## src/rtl/even_count_monitor_if.sv

```systemverilog
// even_count_monitor_if: counter sample bus and monitor status outputs
// master: drives counter bits A..D and direction y, reads status
// slave:  the monitor; reads A..D/y, drives odd_err, step_err, wrap_up, wrap_down, err_count, fault
interface even_count_monitor_if;
  logic       A;
  logic       B;
  logic       C;
  logic       D;
  logic       y;
  logic       odd_err;
  logic       step_err;
  logic       wrap_up;
  logic       wrap_down;
  logic [3:0] err_count;
  logic       fault;
  modport master (output A, B, C, D, y, input odd_err, step_err, wrap_up, wrap_down, err_count, fault);
  modport slave (input A, B, C, D, y, output odd_err, step_err, wrap_up, wrap_down, err_count, fault);
endinterface

```

## src/rtl/even_count_monitor.sv

```systemverilog
// even_count_monitor: checks that a 4-bit even counter moves by legal +/-2 steps
// clock     : system clock, rising edge
// reset     : synchronous active-high reset
// bus.A..D  : sampled count {A,B,C,D}; y is the direction presented this cycle
// bus.*_err : one-cycle registered error flags; wrap_up/wrap_down one-cycle legal wrap pulses
// err_count : saturating error tally; fault is sticky after three consecutive bad steps
module even_count_monitor (
  input logic             clock,
  input logic             reset,
  even_count_monitor_if.slave bus
);
  typedef enum logic [1:0] {INIT, TRACK, FAULT} state_t;
  state_t     r_state;
  logic [3:0] r_prev;
  logic       r_prev_y;
  logic [1:0] r_consec;
  logic [3:0] r_err_count;
  logic       r_odd_err;
  logic       r_step_err;
  logic       r_wrap_up;
  logic       r_wrap_down;
  logic       r_fault;
  logic [3:0] w_cnt;
  logic [3:0] w_exp;
  logic       w_step;
  logic       w_err;
  assign w_cnt  = {bus.A, bus.B, bus.C, bus.D};
  // the step is judged against the direction sampled on the previous edge
  assign w_exp  = r_prev_y ? r_prev + 4'd2 : r_prev - 4'd2;
  assign w_step = w_cnt != w_exp;
  assign w_err  = w_step | bus.D;
  always_ff @(posedge clock) begin
    if (reset) begin
      r_state     <= INIT;
      r_prev      <= '0;
      r_prev_y    <= 1'b0;
      r_consec    <= '0;
      r_err_count <= '0;
      r_odd_err   <= 1'b0;
      r_step_err  <= 1'b0;
      r_wrap_up   <= 1'b0;
      r_wrap_down <= 1'b0;
      r_fault     <= 1'b0;
    end else begin
      case (r_state)
        INIT: begin
          r_prev    <= w_cnt;
          r_prev_y  <= bus.y;
          r_odd_err <= bus.D;
          r_state   <= TRACK;
        end
        TRACK: begin
          r_step_err  <= w_step;
          r_odd_err   <= bus.D;
          r_wrap_up   <= !w_err && r_prev_y && r_prev == 4'd14 && w_cnt == 4'd0;
          r_wrap_down <= !w_err && !r_prev_y && r_prev == 4'd0 && w_cnt == 4'd14;
          // prev always follows the real count so one glitch costs one error
          r_prev      <= w_cnt;
          r_prev_y    <= bus.y;
          r_err_count <= r_err_count + {3'b0, w_err && r_err_count != 4'hf};
          r_consec    <= w_err ? r_consec + 2'd1 : 2'd0;
          if (w_err && r_consec == 2'd2) begin
            r_state <= FAULT;
            r_fault <= 1'b1;
          end
        end
        default: begin
          r_odd_err   <= 1'b0;
          r_step_err  <= 1'b0;
          r_wrap_up   <= 1'b0;
          r_wrap_down <= 1'b0;
          r_fault     <= 1'b1;
        end
      endcase
    end
  end
  assign bus.odd_err   = r_odd_err;
  assign bus.step_err  = r_step_err;
  assign bus.wrap_up   = r_wrap_up;
  assign bus.wrap_down = r_wrap_down;
  assign bus.err_count = r_err_count;
  assign bus.fault     = r_fault;
endmodule

```

## src/flat_wrapper.sv

```systemverilog
// flat-port wrapper written by rule: the top's interface ports become plain ports
module even_count_monitor_flat 
  (clock, reset, bus_A, bus_B, bus_C, bus_D, bus_y, bus_odd_err, bus_step_err, bus_wrap_up, bus_wrap_down, bus_err_count, bus_fault);
  even_count_monitor_if bus_i ();
  input logic clock;
  input logic reset;
  input wire logic [$bits(bus_i.A)-1:0] bus_A;
  input wire logic [$bits(bus_i.B)-1:0] bus_B;
  input wire logic [$bits(bus_i.C)-1:0] bus_C;
  input wire logic [$bits(bus_i.D)-1:0] bus_D;
  input wire logic [$bits(bus_i.y)-1:0] bus_y;
  output wire logic [$bits(bus_i.odd_err)-1:0] bus_odd_err;
  output wire logic [$bits(bus_i.step_err)-1:0] bus_step_err;
  output wire logic [$bits(bus_i.wrap_up)-1:0] bus_wrap_up;
  output wire logic [$bits(bus_i.wrap_down)-1:0] bus_wrap_down;
  output wire logic [$bits(bus_i.err_count)-1:0] bus_err_count;
  output wire logic [$bits(bus_i.fault)-1:0] bus_fault;
  assign bus_i.A = bus_A;
  assign bus_i.B = bus_B;
  assign bus_i.C = bus_C;
  assign bus_i.D = bus_D;
  assign bus_i.y = bus_y;
  assign bus_odd_err = bus_i.odd_err;
  assign bus_step_err = bus_i.step_err;
  assign bus_wrap_up = bus_i.wrap_up;
  assign bus_wrap_down = bus_i.wrap_down;
  assign bus_err_count = bus_i.err_count;
  assign bus_fault = bus_i.fault;
  even_count_monitor u_core (.clock(clock), .reset(reset), .bus(bus_i));
endmodule
```

## config.mk

```make
export PLATFORM = sky130hd
export DESIGN_NAME = even_count_monitor_flat
export DESIGN_NICKNAME = d
export VERILOG_FILES = /design/src/rtl/even_count_monitor_if.sv /design/src/rtl/even_count_monitor.sv /design/src/flat_wrapper.sv
export SDC_FILE = /design/constraint.sdc
export NUM_CORES = 1
export LEC_CHECK = 0
export ABC_CLOCK_PERIOD_IN_PS = 4300
export CAP_MARGIN = 0
export CORE_MARGIN = 8
export CORE_UTILIZATION = 41
export DETAILED_ROUTE_END_ITERATION = 8
export GPL_TIMING_DRIVEN = 1
export HOLD_SLACK_MARGIN = 0.03
export PLACE_DENSITY = 0.68
export SLEW_MARGIN = 20
export SYNTH_ARGS = -nofsm -noshare
export SYNTH_HDL_FRONTEND = slang
export SYNTH_SLANG_ARGS = --single-unit
```

## constraint.sdc

```tcl
create_clock -name clock -period 4.3 [get_ports clock]
set_input_delay 0.86 -clock clock [delete_from_list [all_inputs] [get_ports clock]]
set_output_delay 0.86 -clock clock [all_outputs]
set_load 0.03 [all_outputs]
```

# == After elaboration in Yosys (flattened, before gate mapping) ==
# Cells that the tools add are included.
# totals
ff_bits,18
latchBits,0
ramBits,0
mem_bits_ro,0
inputBits,7
output_inout_bits,9
mem_count,0
# classes
n_addsub,4
mul,0
div_mod_pow,0
magnitude_cmp,0
n_eq_ne,7
shift,0
muxes,9
bitwise_logic,3
reduce_logical,18
# ops
cell,count
"== test 4 bit, second input constant",2
logical AND 1 bit,8
logical NOT 4 bit,2
case mux 1 bit (2 select lines),4
adder 4 x 1 -> 4 bit,1
"adder 4 x 2 -> 4 bit, second input constant",1
two-way mux 2 bit,2
two-way mux 4 bit,1
!= test 4 bit,1
"!= test 4 bit, second input constant",1
case mux 2 bit (2 select lines),1
AND reduction 2 bit,2
OR reduction 2 bit,2
"subtractor 4 x 2 -> 4 bit, second input constant",1
"adder 2 x 1 -> 2 bit, second input constant",1
"== test 2 x 1 -> 1 bit, second input constant",1
"== test 2 bit, second input constant",1
logical NOT 1 bit,2
logical NOT 2 bit,1
"!= test 2 x 1 -> 1 bit, second input constant",1
inverter 1 bit,2
nonzero test 2 bit,1
two-way mux 1 bit,1
OR 1 bit,1

# == Longest topological paths before layout ==
# Gate-level depths: netlist (run 1).
# depth
word_depth,9
mapped_depth,11
depth_no_buf,11

# == Worst setup path after synthesis (run 1) ==
# Ideal clock, no wire load.
# synth_path
kind,register to register
from,register u_core.r_prev_y
to,register u_core.r_err_count[2] (netlist: u_core.bus.err_count[2])
setup_time_ns,0.128
t_arrival_ns,2.209
path_slack_ns,1.963
path_stages_with_launch,12
period_less_slack_ns,2.337
cell_sequence,dfxtp_1 inv_1 fa_1 xnor2_1 xnor2_1 nor4_4 a41oi_1 ha_1 ha_1 nand2_1 xor2_1 nor2_1
# synth_via
elab_chain_len,5
# synth_lines
element,line,rtl
from (decl),even_count_monitor.sv:15,logic r_prev_y;
from (signal assigned),even_count_monitor.sv:48,r_prev_y <= bus.y;
from (signal assigned),even_count_monitor.sv:59,r_prev_y <= bus.y;
two-way mux 4 bit,even_count_monitor.sv:29,assign w_exp = r_prev_y ? r_prev + 4'd2 : r_prev - 4'd2;
!= test 4 bit,even_count_monitor.sv:30,assign w_step = w_cnt != w_exp;
OR 1 bit,even_count_monitor.sv:31,assign w_err = w_step | bus.D;
logical AND 1 bit,even_count_monitor.sv:60,"r_err_count <= r_err_count + {3'b0, w_err && r_err_count != 4'hf};"
adder 4 x 1 -> 4 bit,even_count_monitor.sv:60,
to (signal assigned),even_count_monitor.sv:60,
to (decl),even_count_monitor.sv:17,logic [3:0] r_err_count;
# No other way between the ends.
# A chain may end at the register's enable or synchronous reset.

# == Worst setup path after layout (run 1) ==
# layout_path
from,input bus_A
to,register u_core.r_err_count[2] (netlist: u_core.bus.err_count[2])
# layout_via
elab_chain_len,4
# layout_lines
element,line,rtl
from (decl),flat_wrapper.sv:7,input wire logic [$bits(bus_i.A)-1:0] bus_A;
!= test 4 bit,even_count_monitor.sv:30,
OR 1 bit,even_count_monitor.sv:31,
logical AND 1 bit,even_count_monitor.sv:60,
adder 4 x 1 -> 4 bit,even_count_monitor.sv:60,
# No other way between the ends.

==> flow_summary.json, run 1 <==
{
  "setup_slack_ns": 1.58,
  "reg2reg_slack_ns": 1.73,
  "viasPerCell": 5.10,
  "ctsHoldBuffers": 0,
  "design_area_sq_um": 1040,
  "finalHoldViolCount": 0,
  "dpl_cell_area_sq_um": 1000,
  "cts_num_sinks": 18,
  "htreeDepth": 1,
  "ys_types": 29,
  "crit_family": "simple AND/OR/NAND/NOR gates",
  "ys_ff_latch": 18,
  "tightest_slew_ns": 0.566,
  "finClkSkew_ns": 0.00487,
  "final_nets": 116,
  "num_vias": 668,
  "grt_antenna_before_repair": 0,
  "clk_path_buf_depth": 2,
  "cp.arrival_ns": 2.89,
  "powerDensity_nw_per_um2": 357,
  "setup_viol": 0,
  "syn_to_final_growth_pct": 25.5,
  "hold_depth": 2,
  "use_met2_pct": 14.3,
  "hold_path_class": "reg -> reg",
  "finalWirelength_mm": 1.62,
  "rows": 16,
  "holdWs_ns": 0.484,
  "grt.overflow.total": 0,
  "busiest_layer": "met2",
  "yosysTopAreaCell": "dfxtp_1",
  "fin_crit_sh_pct": 63.3,
  "worstSetupPathType": "in -> reg",
  "syn_avg_cell_area_sq_um": 9.52,
  "clock_latency_ns": 0.29,
  "syn_nets": 98,
  "post-route-util_pct": 53.5,
  "p_leak_uw": 0.000376,
  "met1_usage_pct": 11.7,
  "syn_inst": 87,
  "grtUsageTotal_pct": 9.44,
  "cts_tree": "built",
  "gp_congestion": 0.776,
  "hp-start": "u_core.r_consec[1]",
  "worstPathBufferInverterCount": 1,
  "yosysSeqAreaShare_pct": 43.5,
  "relSlewSlack_pct": 62.1,
  "path_clk_slew_ns": 0.10,
  "coreArea_sq_um": 1940,
  "end_kind": "register",
  "slowest_delay_ns": 0.47,
  "dieArea_sq_um": 3710,
  "root_buffer": "clkbuf_4",
  "ys.warnings.count": 0,
  "worstSetupStartpointType": "primary input",
  "rr_worst_depth": 11,
  "cap_viol_max_count": 0,
  "first_iter_violations": 5,
  "critPathRequiredTime_ns": 4.47,
  "dp_hpwl_mm": 1.21,
  "run_status": "finished, final reports clean",
  "cp_slowest_cell": "clkdlybuf4s50_1",
  "hold_end": "u_core.r_consec[1]",
  "rr_startpoint": "u_core.r_prev_y",
  "grt_max_degree": 16,
  "drive_above_1_share_pct": 5.77,
  "rsz0062_at_grt": "no",
  "synthFlopType": "dfxtp_1",
  "synthTopCellsByCount": "18 x dfxtp_1, 10 x nor2_1, 9 x nand2_1",
  "synth_edf_count": 0,
  "initial_core_util_pct": 42.7,
  "die_h_um": 60.9,
  "cts_buffers": 3,
  "fmax_mhz": 367,
  "grt_pass1_wl_mm": 2.68,
  "first_pass_iters": 4,
  "n_antenna_cell": 0,
  "grt_use_met3_pct": 4.03,
  "fillCellCount": 186,
  "async_reset_ff_share_pct": 0,
  "drc": 0,
  "die_x_um": 60.9,
  "drtAntennaViolNets": 0,
  "crit_path_cell_trace": "clkdlybuf4s50_1 > xnor2_1 > xnor2_1 > nor4_4 > a41oi_1 > ha_1 > ha_1 > nand2_1 > xor2_1 > nor2_1",
  "dp_slack_ns": 1.27,
  "r2r_end": "u_core.bus.err_count[2]",
  "postCtsSetupRepairBufs": 0,
  "io_pins": 16,
  "synth_most_common_cell": "dfxtp_1",
  "synth_top_area_share_pct": 43.5,
  "grt_pass1_vias": 634,
  "crit_path_max_fanout": 7,
  "peakVddDrop_mv": 0.242,
  "slew_violations": 0,
  "fin_tns_setup_ns": 0,
  "synth_area_sq_um": 828,
  "fin_crit_ns": 2.72,
  "wire_per_inst_um": 12.3,
  "io_buffer_count": 15,
  "synth.area.top_cells": "dfxtp_1 44%, mux2i_1 6.0%, xnor2_1 5.3%, ha_1 4.5%, nor2_1 4.5%",
  "cts-resized-gates": 0
}
[cells by family after synthesis]
group                      count (synthesis)  synth area share [%]
adders and majority gates                  4                  6.95
DFF                                       18                  43.5
AOI/OAI and AO/OA                         13                  11.0
and+or+nand+nor                           33                  21.2
muxes                                      5                  6.04
xor gates and xnor gates                   8                  8.46
buffers and inverters                      6                  2.87
[flip-flops by register name (all words and copies together) (netlist names)]
register              cells
u_core.r_prev             4
u_core.bus.wrap_down      1
u_core.r_state            2
u_core.r_prev_y           1
u_core.bus.err_count      4
u_core.bus.wrap_up        1
u_core.bus.step_err       1
u_core.bus.fault          1
u_core.bus.odd_err        1
u_core.r_consec           2
[layout by cell type (no fill, tap or decap), drive strengths merged, types with 2 or more instances in the layout]
| cell type | n |
|---|---|
| dfxtp | 18 |
| a32o | 2 |
| ha | 3 |
| a21oi | 2 |
| inv | 4 |
| clkbuf | 4 |
| nor4 | 2 |
| xnor2 | 5 |
| nand2 | 9 |
| xor2 | 3 |
| nand3 | 4 |
| mux2i | 5 |
| clkdlybuf4s50 | 15 |
| o21ai | 4 |
| nor2 | 10 |
| nor3 | 2 |
[worst max path at each step]
stage                          from                       to  slack (ns)  cells past startpoint
finish                        bus_A  u_core.bus.err_count[2]        1.58                     10
CTS                           bus_A  u_core.bus.err_count[2]        1.58                     10
detailed placement            bus_A  u_core.bus.err_count[2]        1.27                     10
global placement              bus_A  u_core.bus.err_count[2]        1.34                     10
global route                  bus_A  u_core.bus.err_count[2]        1.45                     10
floorplan           u_core.r_prev_y  u_core.bus.err_count[2]        1.96                     11
[through the flow]
step / power, uW / cells
final: 371 / 131
after global placement: 273 / 127
after detailed placement: 275 / 127
after global routing: 395 / 131
after CTS: 376 / 131
after floorplan: 247 / 87
[routing by layer]
layer	vias to the layer above	share of wire [%]
li1	342	-
met1	314	45
met2	12	47
met3	0	7.1
met4	0	0
met5	-	0
[power breakdown]
part / internal, uW / switching (uW) / total (uW)
clock network: 51.5 / 49.5 / 101
logic: 35.7 / 42.7 / 78.4
registers: 179 / 12.7 / 192
[layout make-up]
| class | instances | area [sq um] | area share, % |
|---|---|---|---|
| clock buffers | 4 | 36.3 | 3.49 |
| inverters | 4 | 15.0 | 1.44 |
| multi-input cells | 63 | 444 | 42.7 |
| flip-flops and latches | 18 | 360 | 34.7 |
| well taps | 27 | 33.8 | 3.25 |
| repair buffers | 15 | 150 | 14.4 |
[worst min-delay path, delay by kind of cell (launching register included)]
family | cells | cell delay, ns
compound gates | 1 | 0.06
flops | 1 | 0.33
simple gates | 1 | 0.06
No activity file was read; power rests on OpenSTA's default activity.
==> run 2, diff against run 1 <==
--- a/config.mk
+++ b/config.mk
@@ -5,7 +5,7 @@
 export SDC_FILE = /design/constraint.sdc
 export NUM_CORES = 1
 export LEC_CHECK = 0
-export ABC_CLOCK_PERIOD_IN_PS = 4300
+export ABC_CLOCK_PERIOD_IN_PS = 2800
 export CAP_MARGIN = 0
 export CORE_MARGIN = 8
 export CORE_UTILIZATION = 41
==> constraint.sdc (replaced) <==
create_clock -name clock -period 2.8 [get_ports clock]
set_input_delay 0.56 -clock clock [delete_from_list [all_inputs] [get_ports clock]]
set_output_delay 0.56 -clock clock [all_outputs]
set_load 0.03 [all_outputs]
==> flow_summary.json, run 2 (same netlist as run 1, synthesis figures left out) <==
{
  "clkPwrFrac_pct": 22.9,
  "netSwitchingPower_uw": 160,
  "coreArea_sq_um": 1940,
  "grtUsageTotal_pct": 10.7,
  "io_buffer_count": 15,
  "finalHoldViolCount": 0,
  "path_clk_slew_ns": 0.09,
  "fmax_mhz": 419,
  "final_cell_mix": "18 x dfxtp_1, 15 x clkdlybuf4s50_1, 10 x nor2_1, 9 x nand2_1",
  "drive_above_1_share_pct": 5.77,
  "finClkSkew_ns": 0.000591,
  "rr_worst_depth": 11,
  "die_h_um": 60.9,
  "peakVddDrop_mv": 0.321,
  "grt_antenna_before_repair": 0,
  "hold_path_class": "reg -> reg",
  "rsz0062_at_grt": "no",
  "die_x_um": 60.9,
  "cts_num_sinks": 18,
  "dieArea_sq_um": 3710,
  "swShare_pct": 29.6,
  "slew_violations": 0,
  "critPathRequiredTime_ns": 2.96,
  "cp.arrival_ns": 2.55,
  "clock_latency_ns": 0.28,
  "rows": 16,
  "finalWirelength_mm": 1.70,
  "final_nets": 117,
  "powerDensity_nw_per_um2": 523,
  "end_kind": "register",
  "p_int_uw": 381,
  "grt.overflow.total": 0,
  "dp_hpwl_mm": 1.28,
  "initial_core_util_pct": 42.7,
  "run_status": "finished, final reports clean",
  "clk_path_buf_depth": 2,
  "cap_viol_max_count": 0,
  "ctsHoldBuffers": 0,
  "setup_viol": 0,
  "grt_pass1_wl_mm": 2.92,
  "fin_crit_ns": 2.38,
  "cts_tree": "built",
  "combPwrFrac_pct": 22.5,
  "first_iter_violations": 21,
  "p_leak_uw": 0.000375,
  "first_pass_iters": 4,
  "final_common_cell": "dfxtp_1",
  "drc": 0,
  "grt_pass1_vias": 657,
  "htreeDepth": 1,
  "hold_depth": 1,
  "cts-resized-gates": 0,
  "p_seq_share_pct": 54.6,
  "fin_crit_sh_pct": 85.2,
  "wire_per_inst_um": 12.9,
  "num_vias": 681,
  "worstSetupStartpointType": "register",
  "io_pins": 16,
  "fin_tns_setup_ns": 0,
  "crit_path_max_fanout": 5,
  "postCtsSetupRepairBufs": 0,
  "relSlewSlack_pct": 62.9,
  "drtAntennaViolNets": 0,
  "tightest_slew_ns": 0.555,
  "viasPerCell": 5.20,
  "holdWs_ns": 0.484,
  "worstSetupPathType": "reg -> reg",
  "cts_buffers": 3,
  "gp_congestion": 0.714,
  "root_buffer": "clkbuf_4",
  "n_antenna_cell": 0,
  "syn_to_final_growth_pct": 24.8,
  "grt_max_degree": 16
}
-- run 2: cell types whose count changed in the layout (fill, tap and decap cells not counted), sizes merged --
cell	delta
buf	+1
clkbuf	-1
-- run 2: cell type report --
type | count | area, sq um
Fill cell | 194 | 908
Inverter | 4 | 15.0
Tap cell | 27 | 33.8
Sequential cell | 18 | 360
Multi-Input combinational cell | 63 | 444
Timing Repair Buffer | 16 | 158
Clock buffer | 3 | 22.5
-- run 2: stage by stage --
| step | cell area (sq um) | total power [uW] | worst slack [ns] | instances | utilization [%] |
|---|---|---|---|---|---|
| after floorplan | 828 | 379 | 0.463 | 87 | - |
| after global placement | 1010 | 421 | 0.329 | 128 | 52.1 |
| after detailed placement | 1010 | 424 | 0.299 | 128 | 52.1 |
| after CTS | 1030 | 548 | 0.400 | 131 | 53.2 |
| after global routing | 1030 | 581 | 0.189 | 131 | 53.2 |
| final | 1030 | 541 | 0.416 | 131 | 53.2 |
-- run 2: worst max-delay path, cell delays in order, from the launching register on --
cell     delay (ns)
dfxtp_1        0.43
inv_1          0.09
fa_1           0.43
xnor2_1        0.18
xnor2_1        0.15
nor4_4         0.25
a41oi_1        0.08
ha_1           0.22
ha_1           0.18
nand2_1        0.07
xor2_1         0.14
nor2_1         0.05
-- run 2: power groups by stage --
stage	clock, uW	combinational (uW)	sequential [uW]
after floorplan	0	68.5	311
after global placement	0	121	300
after detailed placement	0	123	301
after CTS	129	123	295
after global routing	148	135	299
final	124	122	295
-- run 2: routing by layer --
layer,share of wire [%],GRT usage (%),vias to the layer above
li1,-,-,345
met1,48,12.3,318
met2,44,16.1,14
met3,5.6,4.24,4
met4,1.7,6.98,0
met5,0,0,-
-- run 2: worst paths after layout --
path | startpoint | end | slack (ns)
worst min-delay path | u_core.bus.wrap_up | u_core.bus.wrap_up | 0.48
worst max register to register | u_core.r_prev_y | u_core.bus.err_count[2] | 0.42
worst max-delay path | u_core.r_prev_y | u_core.bus.err_count[2] | 0.42
worst min register to register | u_core.bus.wrap_up | u_core.bus.wrap_up | 0.48
==> RTL edit: new RTL, settings of run 2 <==
Reset style: asynchronous (`reset`), changed in one clocked block. Comments in the files are not updated.
--- a/src/rtl/even_count_monitor.sv
+++ b/src/rtl/even_count_monitor.sv
@@ -29,7 +29,7 @@
   assign w_exp  = r_prev_y ? r_prev + 4'd2 : r_prev - 4'd2;
   assign w_step = w_cnt != w_exp;
   assign w_err  = w_step | bus.D;
-  always_ff @(posedge clock) begin
+  always_ff @(posedge clock or posedge reset) begin
     if (reset) begin
       r_state     <= INIT;
       r_prev      <= '0;
Behaviour: differs if reset is asserted again (counterexample within 4 cycles, from zero or initial values and one cycle with reset high); with reset held inactive, the same outputs for 10 cycles.
==> RTL edit against run 2 <==
First-iteration DRC count down 43%; hold slack better by 11 ps; core utilization grew 0.78 points; sequential cell count stayed put; routed wire length down 2.6%; worst setup slack got worse by 140 ps; area after synthesis increased by 6.2%; count of clock-buffer cells in the layout unchanged; final area rose by 4.6%; cell count shrank 8.4%.
Power is not compared: it rests on default switching activity, and its combinational part moved more than twofold at a synthesized area within 25%.
==> RTL edit: results <==
export IMPL_status="complete, no violations"
export IMPL_grtUsageTotal_pct=9.30
export IMPL_routabilityCongestion=0.809
export IMPL_clock_path_buffers=2
export IMPL_worstHoldStart="u_core.bus.fault"
export IMPL_finClkSkew_ps=2.63
export IMPL_wl_per_cell_um=13.8
export IMPL_min_to="u_core.bus.fault"
export IMPL_io_buffer_count=15
export IMPL_gr_usage_met2_pct=14.2
export IMPL_arrival_ps=2710
export IMPL_grt_pass1_wl_um=2990
export IMPL_synth_ff_type="dfrtp_1"
export IMPL_worst_slew_pin_slew_ps=667
export IMPL_htreeDepth=1
export IMPL_syn_nets=88
export IMPL_drt_iter0_drc=12
export IMPL_worstRegToRegCells=10
export IMPL_nets=106
export IMPL_worst_r2r_setup_slack_ps=280
export IMPL_yosysWarnings=0
export IMPL_synth_area_leaders="dfrtp_1, xnor2_1, mux2_2"
export IMPL_cts_clk_slew_worst_paths_ps=100
export IMPL_use_met3_pct=3.94
export IMPL_cts_made_buffers=3
export IMPL_grt_util_met1_pct=11.0
export IMPL_yosysUniqueCellTypes=28
export IMPL_yosysSeqAreaShare_pct=51.2
export IMPL_post_place_ws_ps=117
export IMPL_dpl_cell_area_mm2=0.00106
export IMPL_hold_slack_ps=496
export IMPL_grt_max_degree=19
export IMPL_yosys_top_cells_count="dfrtp_1, nand2_1, xnor2_1"
export IMPL_r2r_start="u_core.r_prev_y"
export IMPL_hpwlAfterDp_um=1250
export IMPL_grt_pass1_vias=627
export IMPL_vias_per_cell=5.29
export IMPL_placed_cells=117
export IMPL_drive_above_1_share_pct=11.8
export IMPL_via_count=635
export IMPL_syn_inst=77
export IMPL_ys_async_sr_fraction_pct=100
export IMPL_rr_endpoint="u_core.bus.err_count[1]"
-- RTL edit: layer usage --
layer,wire length (µm),vias to the layer above,share of wire [%]
li1,-,303,-
met1,772,316,47
met2,745,12,45
met3,107,4,6.5
met4,25,0,1.5
met5,0,-,0
-- RTL edit: worst max-delay path: stages (launching register included) --
cell and delay, ps:
dfrtp_1 440, inv_1 90, fa_1 440, xnor2_1 200, xnor2_1 110, or4_1 430, and2_1 160, ha_1 190
ha_1 270, nand2_1 60, nand2_1 50
-- RTL edit: worst max-delay path by stage --
stage | start | to | slack, ps | cells after the start
global placement | bus_C | u_core.bus.err_count[1] | 130 | 9
finish | u_core.r_prev_y | u_core.bus.err_count[1] | 280 | 10
detailed placement | bus_C | u_core.bus.err_count[1] | 120 | 9
CTS | u_core.r_prev_y | u_core.bus.err_count[1] | 230 | 10
global route | u_core.r_prev_y | u_core.bus.err_count[1] | 80 | 10
floorplan | u_core.r_prev_y | u_core.bus.err_count[1] | 290 | 10
-- RTL edit: area by class of cell --
class / instances / area [µm²]
Clock buffer: 3 / 22.5
Fill cell: 191 / 921
Inverter: 3 / 11.3
Multi-Input combinational cell: 53 / 405
Sequential cell: 18 / 450
Tap cell: 27 / 33.8
Timing Repair Buffer: 16 / 158
-- RTL edit: cells by family (layout without fill, tap and decap cells) --
logic type / after synthesis / after routing / synth area share (%)
simple gates: 28 / 28 / 18.1
flops: 18 / 18 / 51.2
compound gates: 9 / 9 / 8.39
xor+xnor: 8 / 8 / 7.97
buf+inv: 6 / 22 / 2.70
fa+ha+maj: 4 / 4 / 6.54
mux: 4 / 4 / 5.12
-- RTL edit: power breakdown --
group,internal [mW],switching (mW)
Clock,0.0500,0.0769
Combinational,0.218,0.195
Sequential,0.344,0.100
Total,0.612,0.372
